===== config.mk =====
export PLATFORM = sky130hd
export DESIGN_NAME = shift_unit_seq
export DESIGN_NICKNAME = d
export VERILOG_FILES = /design/src/rtl/shift_unit_seq.sv
export SDC_FILE = /design/constraint.sdc
export NUM_CORES = 1
export LEC_CHECK = 0
export CORE_AREA = 10 10 111 113
export CTS_CLUSTER_DIAMETER = 80
export DETAILED_ROUTE_END_ITERATION = 8
export DIE_AREA = 0 0 121 123
export PLACE_DENSITY = 0.9
export SYNTH_ARGS = -nofsm -noshare
export SYNTH_HDL_FRONTEND = slang
export SYNTH_SLANG_ARGS = --single-unit

===== constraint.sdc =====
create_clock -name clock -period 3.9 [get_ports clock]
set_clock_uncertainty 0.15 [all_clocks]
set_input_delay 0.39 -clock clock [delete_from_list [all_inputs] [get_ports clock]]
set_output_delay 0.39 -clock clock [all_outputs]
set_load 0.01 [all_outputs]

===== src/rtl/shift_unit_seq.sv =====
// Multi-cycle shifter/rotator (SHR, SHRA, SHL, ROR, ROL) for the ALU stage.
// Ports: clock/clear, start/op/a/b request; busy/done/err/result status.
module shift_unit_seq #(
  parameter int WIDTH = 32,
  parameter int STEP  = 1
) (
  input  logic             clock,
  input  logic             clear,
  input  logic             start,
  input  logic [2:0]       op,
  input  logic [WIDTH-1:0] a,
  input  logic [WIDTH-1:0] b,
  output logic             busy,
  output logic             done,
  output logic             err,
  output logic [WIDTH-1:0] result
);

  localparam int AW = $clog2(WIDTH);

  localparam logic [2:0] OP_SHR  = 3'd0;
  localparam logic [2:0] OP_SHRA = 3'd1;
  localparam logic [2:0] OP_SHL  = 3'd2;
  localparam logic [2:0] OP_ROR  = 3'd3;
  localparam logic [2:0] OP_ROL  = 3'd4;

  typedef enum logic [1:0] {
    IDLE,
    SHIFT,
    DONE
  } state_t;

  state_t           state;
  logic [WIDTH-1:0] acc;
  logic [AW-1:0]    cnt;
  logic [2:0]       op_q;
  logic [AW-1:0]    s;
  logic [WIDTH-1:0] nxt;
  logic             b_unused;

  function automatic logic legal(
    input logic [2:0] o
  );
    return o <= OP_ROL;
  endfunction

  // Only the low AW bits of b form the amount.
  assign b_unused = ^b[WIDTH-1:AW];

  // Step never exceeds the remaining count.
  assign s = (int'(cnt) < STEP) ? cnt
                                : AW'(STEP);

  always_comb begin
    nxt = acc;
    unique case (1'b1)
      op_q == OP_SHR:
        nxt = acc >> s;
      op_q == OP_SHRA:
        nxt = $unsigned($signed(acc) >>> s);
      op_q == OP_SHL:
        nxt = acc << s;
      op_q == OP_ROR:
        nxt = (acc >> s)
            | (acc << (WIDTH - int'(s)));
      op_q == OP_ROL:
        nxt = (acc << s)
            | (acc >> (WIDTH - int'(s)));
      default:
        nxt = acc;
    endcase
  end

  always_ff @(posedge clock) begin
    if (clear) begin
      state  <= IDLE;
      busy   <= 1'b0;
      done   <= 1'b0;
      err    <= 1'b0;
      result <= '0;
      acc    <= '0;
      cnt    <= '0;
      op_q   <= '0;
    end else begin
      done <= 1'b0;
      case (state)
        IDLE: begin
          if (start) begin
            acc  <= a;
            cnt  <= b[AW-1:0];
            op_q <= op;
            busy <= 1'b1;
            if (b[AW-1:0] != '0 && legal(op))
              state <= SHIFT;
            else
              state <= DONE;
          end
        end
        SHIFT: begin
          acc <= nxt;
          cnt <= cnt - s;
          if (cnt == s)
            state <= DONE;
        end
        DONE: begin
          done   <= 1'b1;
          result <= acc;
          err    <= ~legal(op_q);
          busy   <= 1'b0;
          state  <= IDLE;
        end
        default: begin
          state <= IDLE;
          busy  <= 1'b0;
        end
      endcase
    end
  end

endmodule

# == After elaboration in Yosys (flattened, before gate mapping) ==
# Cells that the tools add are included.
# classes
n_addsub,2
n_mul,0
n_div,0
n_lt_le_gt_ge,3
eq_ne,10
shift,5
n_mux,13
bitwise,4
n_reduce_logical,10
# ops
op,count
32-bit one-hot mux with 5 select lines,1
32-bit bitwise OR,2
32-bit one-hot mux with 2 select lines,1
32-bit 2-to-1 mux,1
32-bit by 32-bit left shift with 32-bit output,1
32-bit by 5-bit left shift with 32-bit output,1
32-bit by 32-bit right shift with 32-bit output,1
32-bit by 5-bit right shift with 32-bit output,1
32-bit by 5-bit >>> shifter with 32-bit output,1
5-bit 2-to-1 mux,2
5-bit one-hot mux with 2 select lines,1
2-bit AND reduction,4
6-bit by 5-bit subtractor with 7-bit output (first input constant),1
3-bit by 2-bit == test with 1-bit output (second input constant),2
3-bit less-or-equal comparator (second input constant),2
2-bit 2-to-1 mux,3
6-bit != test (second input constant),1
5-bit == test,1
5-bit by 1-bit < comparator with 1-bit output (second input constant),1
5-bit nonzero test,1
5-bit subtractor,1
2-bit != test (second input constant),2
2-bit one-hot mux with 2 select lines,1
3-bit by 1-bit == test with 1-bit output (second input constant),1
11 further kinds,13
# word_totals
ff_bits,77
latch_bits,0
ram_bits,0
mem_bits_ro,0
input_bits,70
output_inout_bits,35
word_cells,55
memories,0

# == Longest topological paths before layout ==
# Gate-level depths: netlist of run 1.
# logic_depth
ltp_word,7
mapped_depth,14
depth_no_buf,9

# == Worst setup path after synthesis of run 1 ==
# Ideal clock, no wire load.
# synth_path
path_kind,flip-flop to flip-flop
from,register cnt[1]
to,register acc[12]
setup_ns,0.103
t_arrival_ns,2.681
required_time_ns,3.647
setup_slack_ns,0.965
path_stages_with_launch,14
cell_sequence,dfxtp_1 nor4_4 nand2_2 inv_2 buf_12 buf_6 ha_1 clkbuf_1 and4bb_2 o21ai_0 buf_2 o21ai_0 a221oi_1 a2111oi_2
# synth_via
elab_chain_cells,7
word_cells_on_any_way,12
# synth_lines
element,line,text
start: declaration,35,logic [AW-1:0] cnt;
start signal: assignment,90,cnt <= b[AW-1:0];
start signal: assignment,101,cnt <= cnt - s;
5-bit by 1-bit < comparator with 1-bit output,51,assign s = (int'(cnt) < STEP) ? cnt
5-bit 2-to-1 mux (*),51,
6-bit by 5-bit subtractor with 7-bit output,"65, 68",
32-bit by 32-bit right shift with 32-bit output or 32-bit by 32-bit left shift with 32-bit output (tied branches),"68, 65",
"32-bit bitwise OR, on equally long branches","68, 65",
32-bit one-hot mux with 5 select lines (*),56,unique case (1'b1)
32-bit one-hot mux with 2 select lines (*),86,case (state)
end signal: assignment,100,acc <= nxt;
end: declaration,34,logic [WIDTH-1:0] acc;
# Mark *: on every way between the ends. The rest lies on a longest branch, timed or not.
# A chain may end at the register's enable or synchronous reset.

# == Worst setup path in the final report of run 1 ==
# layout_path
from,register cnt[2]
to,register acc[20]
# Same word-level chain as after synthesis.

==> results by group, run 1 <==
Global routing
  • GRT overflow: 0
  • Number of global-route vias before repair: 5827
  • Largest net degree at the start of global routing: 78
  • Antenna violations before repair: 0
  • Tot GR Track Use: 27.1%
  • First-pass GRT wire length: 32300 um

Synthesis
  • Distinct cells, synth: 75
  • Synth Flop Type: dfxtp_1
  • Largest cells by area after synthesis: dfxtp_1 (29%), nand2_1 (8.7%), a21oi_1 (6.2%)
  • Dominant cell by count in the synthesized netlist: nand2_1
  • Post-synth EDFFs: 0
  • Cell area after synthesis: 5280 um2
  • Syn_area_per_cell: 7.41 um2
  • Warnings from Yosys: 0
  • Sequential cell area fraction in the yosys report: 29.2%
  • Mapped Cells: 713
  • Async SR Flop Fraction: 0%
  • Area leader, netlist: dfxtp_1
  • Top cell type's share of synthesized area: 29.2%
  • Top post-synthesis cells by count: nand2_1 (122), dfxtp_1 (77), a21oi_1 (65)
  • Seq cells post-synth: 77
  • Synth Net Count: 785

Clocking
  • Reg clk slew, reported paths: 0.09 ns
  • Quantity of gates resized following cts: 0
  • Clock sink count: 77
  • Root Driver: clkbuf_8
  • CTS tree: built
  • H-tree depth: 3
  • Clock Path Buffers: 2
  • Clk_lat worst skew: 0.37 ns
  • TritonCTS buffer count: 9
  • Hold-fix buffers, CTS: 0
  • Post CTS Setup Buffer Count: 0

Final layout
  • Layout Nets: 824
  • Synthesis-to-layout area growth: 18.6%
  • # diodes: 0
  • Util after Layout: 61.8%
  • Fill cells: 912
  • Layout cell share with drive strength beyond 1: 11.5%
  • Design area: 6260 um2

Route
  • Drt drc: 0
  • Post-Route WL: 20900 um
  • Final ANT Viol Nets: 0
  • Routed wire length per instance: 23.5 um
  • Vias post-DR: 5982
  • Vias per cell: 6.71
  • Router iterations before antenna repair: 6
  • DR iter-0 viols: 848

Placed design
  • Post-Place Setup Slack: 0.900 ns
  • Area post-placement: 6080 um2
  • PortBufs: 77
  • Detailed Place HPWL: 14100 um
  • GPL Wtd Cong: 0.979

STA
  • Final worst setup slack: 0.847 ns
  • Final Max Slew Viols: 0
  • Actual slew at the worst max-slew pin: 1.23 ns
  • Max-slew headroom: 18.3%
  • Final period util: 78.3%
  • Final setup viols: 0
  • Fin crit period: 3.05 ns
  • Setup TNS: 0 ns
  • Fmax: 328 MHz
  • Unrepaired setup endpoints after global routing: no
  • Final hold vios: 0

Floorplan
  • Die ar.: 14900 um2
  • Core area: 10100 um2
  • Die H: 123 um
  • Starting density of the core: 52.1%
  • Die Span X: 121 um
  • Number of placed I/O pins: 105
  • Number of cell rows: 37

Min path
  • Worst min-delay path class: reg2reg
  • Hold path cells: 2

Worst setup path
  • Worst-path maximum fanout: 22
  • WS Path Type: reg2reg
  • FF-to-FF path depth: 8
  • WP data arrival: 3.12 ns
  • Crit end category: flip-flop
  • CP startpoint kind: flip-flop
  • Reg-to-reg setup timing slack: 0.85 ns
  • WP data required: 3.97 ns

Power and ir drop
  • PwrDens: 441 nW/um2
  • Leak: 2.16 nW
  • VDD IR max: 0.000309 V

Outcome
  • Outcome: finished clean

Run
  • Max Cap Violations: 0
-- per-stage QoR --
stage | power [mW] | cells | hold slack (ns)
after floorplan | 1.76 | 713 | 0.331
after global placement | 2.08 | 877 | 0.292
after detailed placement | 2.11 | 877 | 0.296
after CTS | 2.72 | 892 | 0.308
after global routing | 2.86 | 892 | 0.320
final | 2.76 | 892 | 0.307
-- layout by cell type, fill, tap and decap left out, types with 4 or more instances in the layout --
cell,synthesis,routed
o2111ai_1,7,7
a31o_2,6,6
a21oi_1,65,65
nand2_1,122,122
o21ai_0,56,56
nor2b_1,8,6
a211oi_1,8,8
mux2i_1,14,14
dfxtp_1,77,77
nor4_1,5,5
a311oi_1,10,10
nand3_1,23,23
clkdlybuf4s50_1,0,76
a221oi_1,9,9
o41ai_1,4,4
clkbuf_8,0,9
mux2_2,14,14
inv_1,10,10
o31ai_1,4,4
o211ai_1,12,12
mux4_2,7,7
a22oi_1,4,4
nor3_1,22,22
a31oi_1,16,16
or3_1,11,11
buf_4,2,25
nand2b_1,8,8
and3_1,4,4
nor2_1,50,50
-- per-layer routing --
| layer | GRT usage, % | routed length [um] | up-vias |
|---|---|---|---|
| met5 | 0 | 0 | - |
| met4 | 15.0 | 937 | 0 |
| met3 | 5.93 | 2300 | 80 |
| met2 | 43.8 | 9790 | 405 |
| met1 | 33.0 | 7900 | 2804 |
| li1 | - | - | 2693 |
-- worst paths after layout --
| check | to | start |
|---|---|---|
| worst max-delay path | acc[20] | cnt[2] |
| worst max register to register | acc[20] | cnt[2] |
| worst min register to register | result[6] | result[6] |
| worst min-delay path | result[6] | result[6] |
-- layout make-up --
type | count | area [um2] | area share (%)
clock buffer | 9 | 124 | 1.98
clock inverter | 6 | 65.1 | 1.04
inverter | 13 | 48.8 | 0.779
multi-input combinational | 548 | 3340 | 53.3
sequential | 77 | 1540 | 24.6
tap | 136 | 170 | 2.72
timing repair buffer | 103 | 973 | 15.5
-- cell families (layout without fill, tap and decap cells) --
group                    after synthesis  in the layout  share of synthesized area [%]
AO/OA/AOI/OAI                        238            238                           30.0
XOR/XNOR                               2              2                          0.332
adder cells (fa/ha/maj)                2              2                          0.474
buffers and inverters                 88            131                           7.67
flip-flops                            77             77                           29.2
multiplexers                          35             35                           8.62
other                                  1              1                         0.0710
AND/OR/NAND/NOR                      270            270                           23.7
-- worst max-delay path: stages (launching register included) --
cell and delay [ns]:
dfxtp_1 0.38, nor4_4 0.30, nand2_2 0.09, inv_2 0.06
ha_1 0.27, inv_1 0.63, mux4_2 0.61, a222oi_1 0.29
o41ai_2 0.12
-- report_power, final --
group	internal (mW)	switching [mW]
registers	0.854	0.168
logic	0.441	0.670
clock network	0.292	0.339
-- registers in the layout, summed over array words and instances (netlist names) --
register / cells
result: 32
state: 2
busy: 1
err: 1
acc: 32
op_q: 3
cnt: 5
done: 1
(Power assumes the default switching activity.)
==> run 2: changes to the inputs <==
==> constraint.sdc (replaced) <==
create_clock -name clock -period 3.1 [get_ports clock]
set_clock_uncertainty 0.15 [all_clocks]
set_input_delay 0.31 -clock clock [delete_from_list [all_inputs] [get_ports clock]]
set_output_delay 0.31 -clock clock [all_outputs]
set_load 0.01 [all_outputs]
==> run 2 against run 1 <==
  * Design area up 0.44%
  * Sequential share of layout area down 0.11 points
  * Largest power group unchanged
  * Global-route usage up 0.50 points
  * Via count up 1.5%
  * Setup slack worse by 0.52 ns
  * Clock-buffer cell count unchanged
  * Cell count up 0.78%
  * Register-to-register slack worse by 0.52 ns
  * First-iteration DRC count down 1.7%
  * Power up 24%
  * Worst hold slack worse by 0.26 ns
==> results by group, run 2 (synthesized netlist as in run 1, its figures left out) <==
STA
  • Unrepaired setup endpoints after global routing: no
  • Max-slew headroom: 47.9% (+30 points)
  • Worst Hold Slack: 0.0423 ns (-0.264 ns)
  • Fmax: 360 MHz (+10%)
  • Final hold vios: 0 (unchanged)
  • Final Max Slew Viols: 0 (unchanged)
  • Final setup viols: 0 (unchanged)
  • Actual slew at the worst max-slew pin: 0.778 ns (-0.448 ns)
  • Fin crit period: 2.78 ns (-0.276 ns)
  • Setup TNS: 0 ns (unchanged)
  • Final worst setup slack: 0.324 ns (-0.524 ns)
  • Final period util: 89.6% (+11 points)

Final layout
  • Area of the multi-input gates: 3340 um2 (unchanged)
  • Final non-filler cell total: 899 (+0.78%)
  • Design area: 6290 um2 (+0.44%)
  • Layout cell share with drive strength beyond 1: 12.3% (+0.81 points)
  • Largest registers: acc: 32 flops, result: 32 flops, cnt: 5 flops
  • Fill cells: 913 (+0.11%)
  • Commonest non-fill, non-tap cell in the layout: nand2_1
  • # diodes: 0 (unchanged)
  • Layout Nets: 831 (+0.85%)
  • Commonest cells after routing, fill and taps aside: nand2_1 (122), dfxtp_1 (77), clkdlybuf4s50_1 (76)
  • Synthesis-to-layout area growth: 19.1%
  • Sequential cell area: 1540 um2 (unchanged)
  • Util after Layout: 62.1% (+0.27 points)

Clocking
  • Post CTS Setup Buffer Count: 0 (unchanged)
  • Reg clk slew, reported paths: 0.09 ns (about the same)
  • Clock sink count: 77 (unchanged)
  • CTS tree: built
  • Hold-fix buffers, CTS: 0 (unchanged)
  • Quantity of gates resized following cts: 0 (unchanged)
  • Clk_lat worst skew: 0.37 ns (about the same)
  • H-tree depth: 3 (unchanged)
  • Clock Path Buffers: 2 (unchanged)
  • Root Driver: clkbuf_8
  • TritonCTS buffer count: 9 (unchanged)

Power and ir drop
  • VDD IR max: 0.000532 V (+72%)
  • Leak: 2.18 nW (+1.1%)
  • PwrDens: 542 nW/um2 (+23%)
  • PnR Total Power: 3.41 mW (+24%)

Worst setup path
  • Worst r2r src: cnt[1]
  • Cell chain of the critical path: nor4_4, nand2_2, inv_2, ha_1, inv_1, mux4_2, a222oi_1, o41ai_2
  • WP data required: 3.20 ns (-0.77 ns)
  • Launch point of the worst path: cnt[1]
  • Critical path's slowest cell: mux4_2
  • CP Capture Point: acc[20]
  • CP Depth: 8 (unchanged)
  • Worst-path maximum fanout: 7 (-68%)
  • Crit end category: flip-flop
  • WP buf/inv: 2 (unchanged)
  • CP startpoint kind: flip-flop
  • WP data arrival: 2.87 ns (-0.25 ns)
  • CP max stage delay: 0.59 ns (-0.04 ns)
  • WS Path Type: reg2reg
  • Reg-to-reg setup timing slack: 0.32 ns (-0.52 ns)
  • Top Family by Delay on Critical Path: multiplexers
  • Reg2reg end: acc[20]
  • FF-to-FF path depth: 8 (unchanged)

Global routing
  • First-pass GRT wire length: 32700 um (+1.3%)
  • Number of global-route vias before repair: 5750 (-1.3%)
  • Largest net degree at the start of global routing: 56 (-28%)
  • Antenna violations before repair: 0 (unchanged)
  • Tot GR Track Use: 27.6% (+0.50 points)
  • GRT overflow: 0 (unchanged)

Route
  • Vias post-DR: 6069 (+1.5%)
  • Final ANT Viol Nets: 0 (unchanged)
  • Post-Route WL: 21000 um (+0.42%)
  • Router iterations before antenna repair: 5 (-1)
  • Vias per cell: 6.75 (+0.66%)
  • DR iter-0 viols: 834 (-1.7%)
  • Drt drc: 0 (unchanged)
  • Routed wire length per instance: 23.4 um (-0.37%)

Placed design
  • Area post-placement: 6130 um2 (+0.86%)
  • PortBufs: 77 (unchanged)
  • Placed cell count: 884 (+0.80%)
  • Post-Place Setup Slack: 0.350 ns (-0.550 ns)
  • Detailed Place HPWL: 14500 um (+2.9%)
  • GPL Wtd Cong: 0.952 (-2.8%)

Floorplan
  • Number of cell rows: 37 (unchanged)
  • Number of placed I/O pins: 105 (unchanged)
  • Starting density of the core: 52.1% (unchanged)
  • Die Span X: 121 um (unchanged)
  • Core area: 10100 um2 (unchanged)
  • Die ar.: 14900 um2 (unchanged)
  • Die H: 123 um (unchanged)

Outcome
  • Outcome: finished clean

Min path
  • Worst min-delay path class: in2reg
  • Hold Crit Start: clear

Run
  • Max Cap Violations: 0 (unchanged)
==> run 2: changes by cell type in the layout (fill, tap and decap cells not counted), sizes merged <==
cell / previous run / this run
buf: 27 / 34
bufinv: 1 / 0
inv: 12 / 13
==> run 2: worst reg2reg max path: stages, from the launching register on <==
cell	delay, ns
dfxtp_1	0.36
nor4_4	0.32
nand2_2	0.10
inv_2	0.06
ha_1	0.32
inv_1	0.29
mux4_2	0.60
a222oi_1	0.33
o41ai_2	0.12
==> run 2: where the power goes <==
part	switching, mW	total (mW)	leakage [nW]	internal, mW
clock	0.416	0.703	0.0852	0.286
sequential	0.211	1.29	0.631	1.07
combinational	0.851	1.42	1.46	0.574
total	1.48	3.41	2.18	1.93
==> run 2: how the worst min path moves through the flow <==
stage	endpoint	cells after the start	slack, ns
after CTS	acc[0]	2	0.03
after detailed placement	result[24]	2	0.30
after floorplan	op_q[0]	2	0.30
final	acc[0]	2	0.04
after global placement	result[12]	2	0.29
after global routing	acc[0]	2	0.03
==> run 2: routing by layer <==
metal  GRT usage [%]  wire [um]  vias up
li1                -          -     2710
met1            35.0       8460     2894
met2            43.8       9680      401
met3            6.06       2080       64
met4            13.3        784        0
met5               0          0        -
==> run 2: final cells by class <==
type / count / share of cell area [%]
clock buffers: 9 / 1.97
repair buffers: 110 / 16.3
clock inverters: 6 / 0.636
multi-input cells: 548 / 53.1
flip-flops and latches: 77 / 24.5
well taps: 136 / 2.70
inverters: 13 / 0.776
==> run 3: changes to the inputs <==
--- a/config.mk
+++ b/config.mk
@@ -10,6 +10,8 @@
 export DETAILED_ROUTE_END_ITERATION = 8
 export DIE_AREA = 0 0 121 123
 export PLACE_DENSITY = 0.9
+export RECOVER_POWER = 25
+export SETUP_SLACK_MARGIN = 0.4
 export SYNTH_ARGS = -nofsm -noshare
 export SYNTH_HDL_FRONTEND = slang
 export SYNTH_SLANG_ARGS = --single-unit
==> run 3 against run 2 <==
  * Sequential share of layout area decreased by 0.33 points
  * Critical endpoint is now acc[31]
  * Critical path type unchanged
  * Global-route usage is 0.28 points lower
  * Clock power is 20% higher
==> results by group, run 3 (synthesized netlist as in run 1, its figures left out) <==
Route
  • DR iter-0 viols: 906 (+8.6%)
  • Post-Route WL: 20900 um (-0.35%)
  • Routed wire length per instance: 23.2 um (-0.68%)
  • Vias post-DR: 6124 (+0.91%)
  • Final ANT Viol Nets: 0 (unchanged)
  • Vias per cell: 6.79 (+0.57%)
  • Drt drc: 0 (unchanged)
  • Router iterations before antenna repair: 6 (+1)

Floorplan
  • Die ar.: 14900 um2 (unchanged)
  • Number of placed I/O pins: 105 (unchanged)
  • Core area: 10100 um2 (unchanged)
  • Die H: 123 um (unchanged)
  • Starting density of the core: 52.1% (unchanged)
  • Die Span X: 121 um (unchanged)
  • Number of cell rows: 37 (unchanged)

Placed design
  • GPL Wtd Cong: 1.02 (+6.8%)
  • Detailed Place HPWL: 14300 um (-1.5%)
  • PortBufs: 77 (unchanged)
  • Area post-placement: 6120 um2 (about the same)
  • Post-Place Setup Slack: 0.416 ns (+0.0658 ns)
  • Placed cell count: 881 (-0.34%)

Worst setup path
  • CP startpoint kind: flip-flop
  • Crit end category: flip-flop
  • Top Family by Delay on Critical Path: compound AO/OA/AOI/OAI gates
  • Critical path's slowest cell: dfxtp_2
  • WP data required: 3.18 ns (-0.02 ns)
  • WP buf/inv: 2 (unchanged)
  • WP data arrival: 2.71 ns (-0.16 ns)
  • Worst-path maximum fanout: 30 (+23)
  • WS Path Type: reg2reg
  • CP max stage delay: 0.36 ns (-0.23 ns)
  • Cell chain of the critical path: nor4_4, nand2_2, inv_4, ha_4, buf_4, a31oi_1, a32o_1, o211ai_1, a311oi_1

STA
  • Final hold vios: 0 (unchanged)
  • Unrepaired setup endpoints after global routing: yes
  • Fin crit period: 2.64 ns (-0.140 ns)
  • Final setup viols: 0 (unchanged)
  • Final period util: 85.0% (-4.5 points)
  • Max-slew headroom: 8.03% (-40 points)
  • Actual slew at the worst max-slew pin: 1.38 ns (+0.602 ns)
  • Worst Hold Slack: 0.303 ns (+0.260 ns)
  • Final Max Slew Viols: 0 (unchanged)
  • Final worst setup slack: 0.464 ns (+0.140 ns)
  • Setup TNS: 0 ns (unchanged)
  • Fmax: 379 MHz (+5.3%)

Power and ir drop
  • Leak: 2.23 nW (+2.4%)
  • VDD IR max: 0.000302 V (-43%)
  • PwrDens: 559 nW/um2 (+3.1%)
  • PnR Total Power: 3.58 mW (+4.9%)

Final layout
  • Commonest cells after routing, fill and taps aside: nand2_1 (122), dfxtp_1 (75), clkdlybuf4s50_1 (71)
  • Layout cell share with drive strength beyond 1: 13.2% (+0.87 points)
  • Commonest non-fill, non-tap cell in the layout: nand2_1
  • Sequential cell area: 1550 um2 (+0.32%)
  • # diodes: 0 (unchanged)
  • Layout Nets: 834 (+0.36%)
  • Util after Layout: 63.1% (+1.1 points)
  • Design area: 6400 um2 (+1.7%)
  • Final non-filler cell total: 902 (+0.33%)
  • Synthesis-to-layout area growth: 21.1%
  • Fill cells: 888 (-2.7%)
  • Largest registers: acc: 32 flops, result: 32 flops, cnt: 5 flops
  • Area of the multi-input gates: 3370 um2 (+0.82%)

Clocking
  • H-tree depth: 3 (unchanged)
  • CTS tree: built
  • Hold-fix buffers, CTS: 0 (unchanged)
  • Clk_lat worst skew: 0.35 ns (-0.02 ns)
  • Reg clk slew, reported paths: 0.08 ns (about the same)
  • Clock sink count: 77 (unchanged)
  • Clock Path Buffers: 2 (unchanged)
  • TritonCTS buffer count: 9 (unchanged)
  • Root Driver: clkbuf_8

Min path
  • Worst min-delay path class: reg2reg

Global routing
  • Number of global-route vias before repair: 5821 (+1.2%)
  • Tot GR Track Use: 27.3% (-0.28 points)
  • GRT overflow: 0 (unchanged)
  • Largest net degree at the start of global routing: 56 (unchanged)
  • Antenna violations before repair: 0 (unchanged)
  • First-pass GRT wire length: 32700 um (+0.21%)

Outcome
  • Outcome: finished clean

Run
  • Max Cap Violations: 0 (unchanged)
## run 3: cell types whose count changed in the layout (fill, tap and decap cells not counted), sizes merged
cell and delta:
buf +1, dlygate4sd3 +5, clkdlybuf4s50 -5, inv -1
bufinv +1, clkbuf +6, clkinv -4
## run 3: per-layer routing
metal  vias to the layer above  track usage (%)  wire length, um
li1                       2715                -                -
met1                      2863             35.9             8290
met2                       462             41.7             9330
met3                        84             6.11             2500
met4                         0             12.9              818
met5                         -                0                0
## run 3: layout make-up
class                      count  share of cell area, %
sequential                    77                   24.2
clock inverter                 2                  0.606
tap                          136                   2.66
inverter                      13                  0.860
timing repair buffer         113                   16.4
clock buffer                  13                   2.66
multi-input combinational    548                   52.6
## run 3: what timing repair did
action	4_1_cts	5_1_grt
cloned	0	0
endpoints found under the setup margin	1	9
resized for setup	0	7
pin swaps	1	3
buffers inserted	0	6
## run 3: path summary, 6_finish.rpt
| path | startpoint | to | slack, ns | cells after the start |
|---|---|---|---|---|
| worst min-delay path | result[15] | result[15] | 0.30 | 2 |
| worst max register to register | cnt[2] | acc[31] | 0.46 | 9 |
| worst min register to register | result[15] | result[15] | 0.30 | 2 |
| worst max-delay path | cnt[2] | acc[31] | 0.46 | 9 |
## run 3: worst reg2reg max path: cells and delay by family (launching register included)
family | cells | cell delay, ns
adder cells (fa/ha/maj) | 1 | 0.21
AO/OA/AOI/OAI | 4 | 1.03
AND/OR/NAND/NOR | 2 | 0.43
flip-flops | 1 | 0.36
buffers and inverters | 2 | 0.33
## run 3: power by group
part / switching, mW / internal [mW] / total [mW] / leakage [nW]
clock: 0.402 / 0.444 / 0.845 / 0.105
sequential: 0.219 / 1.07 / 1.29 / 0.632
combinational: 0.859 / 0.580 / 1.44 / 1.50
total: 1.48 / 2.10 / 3.58 / 2.23
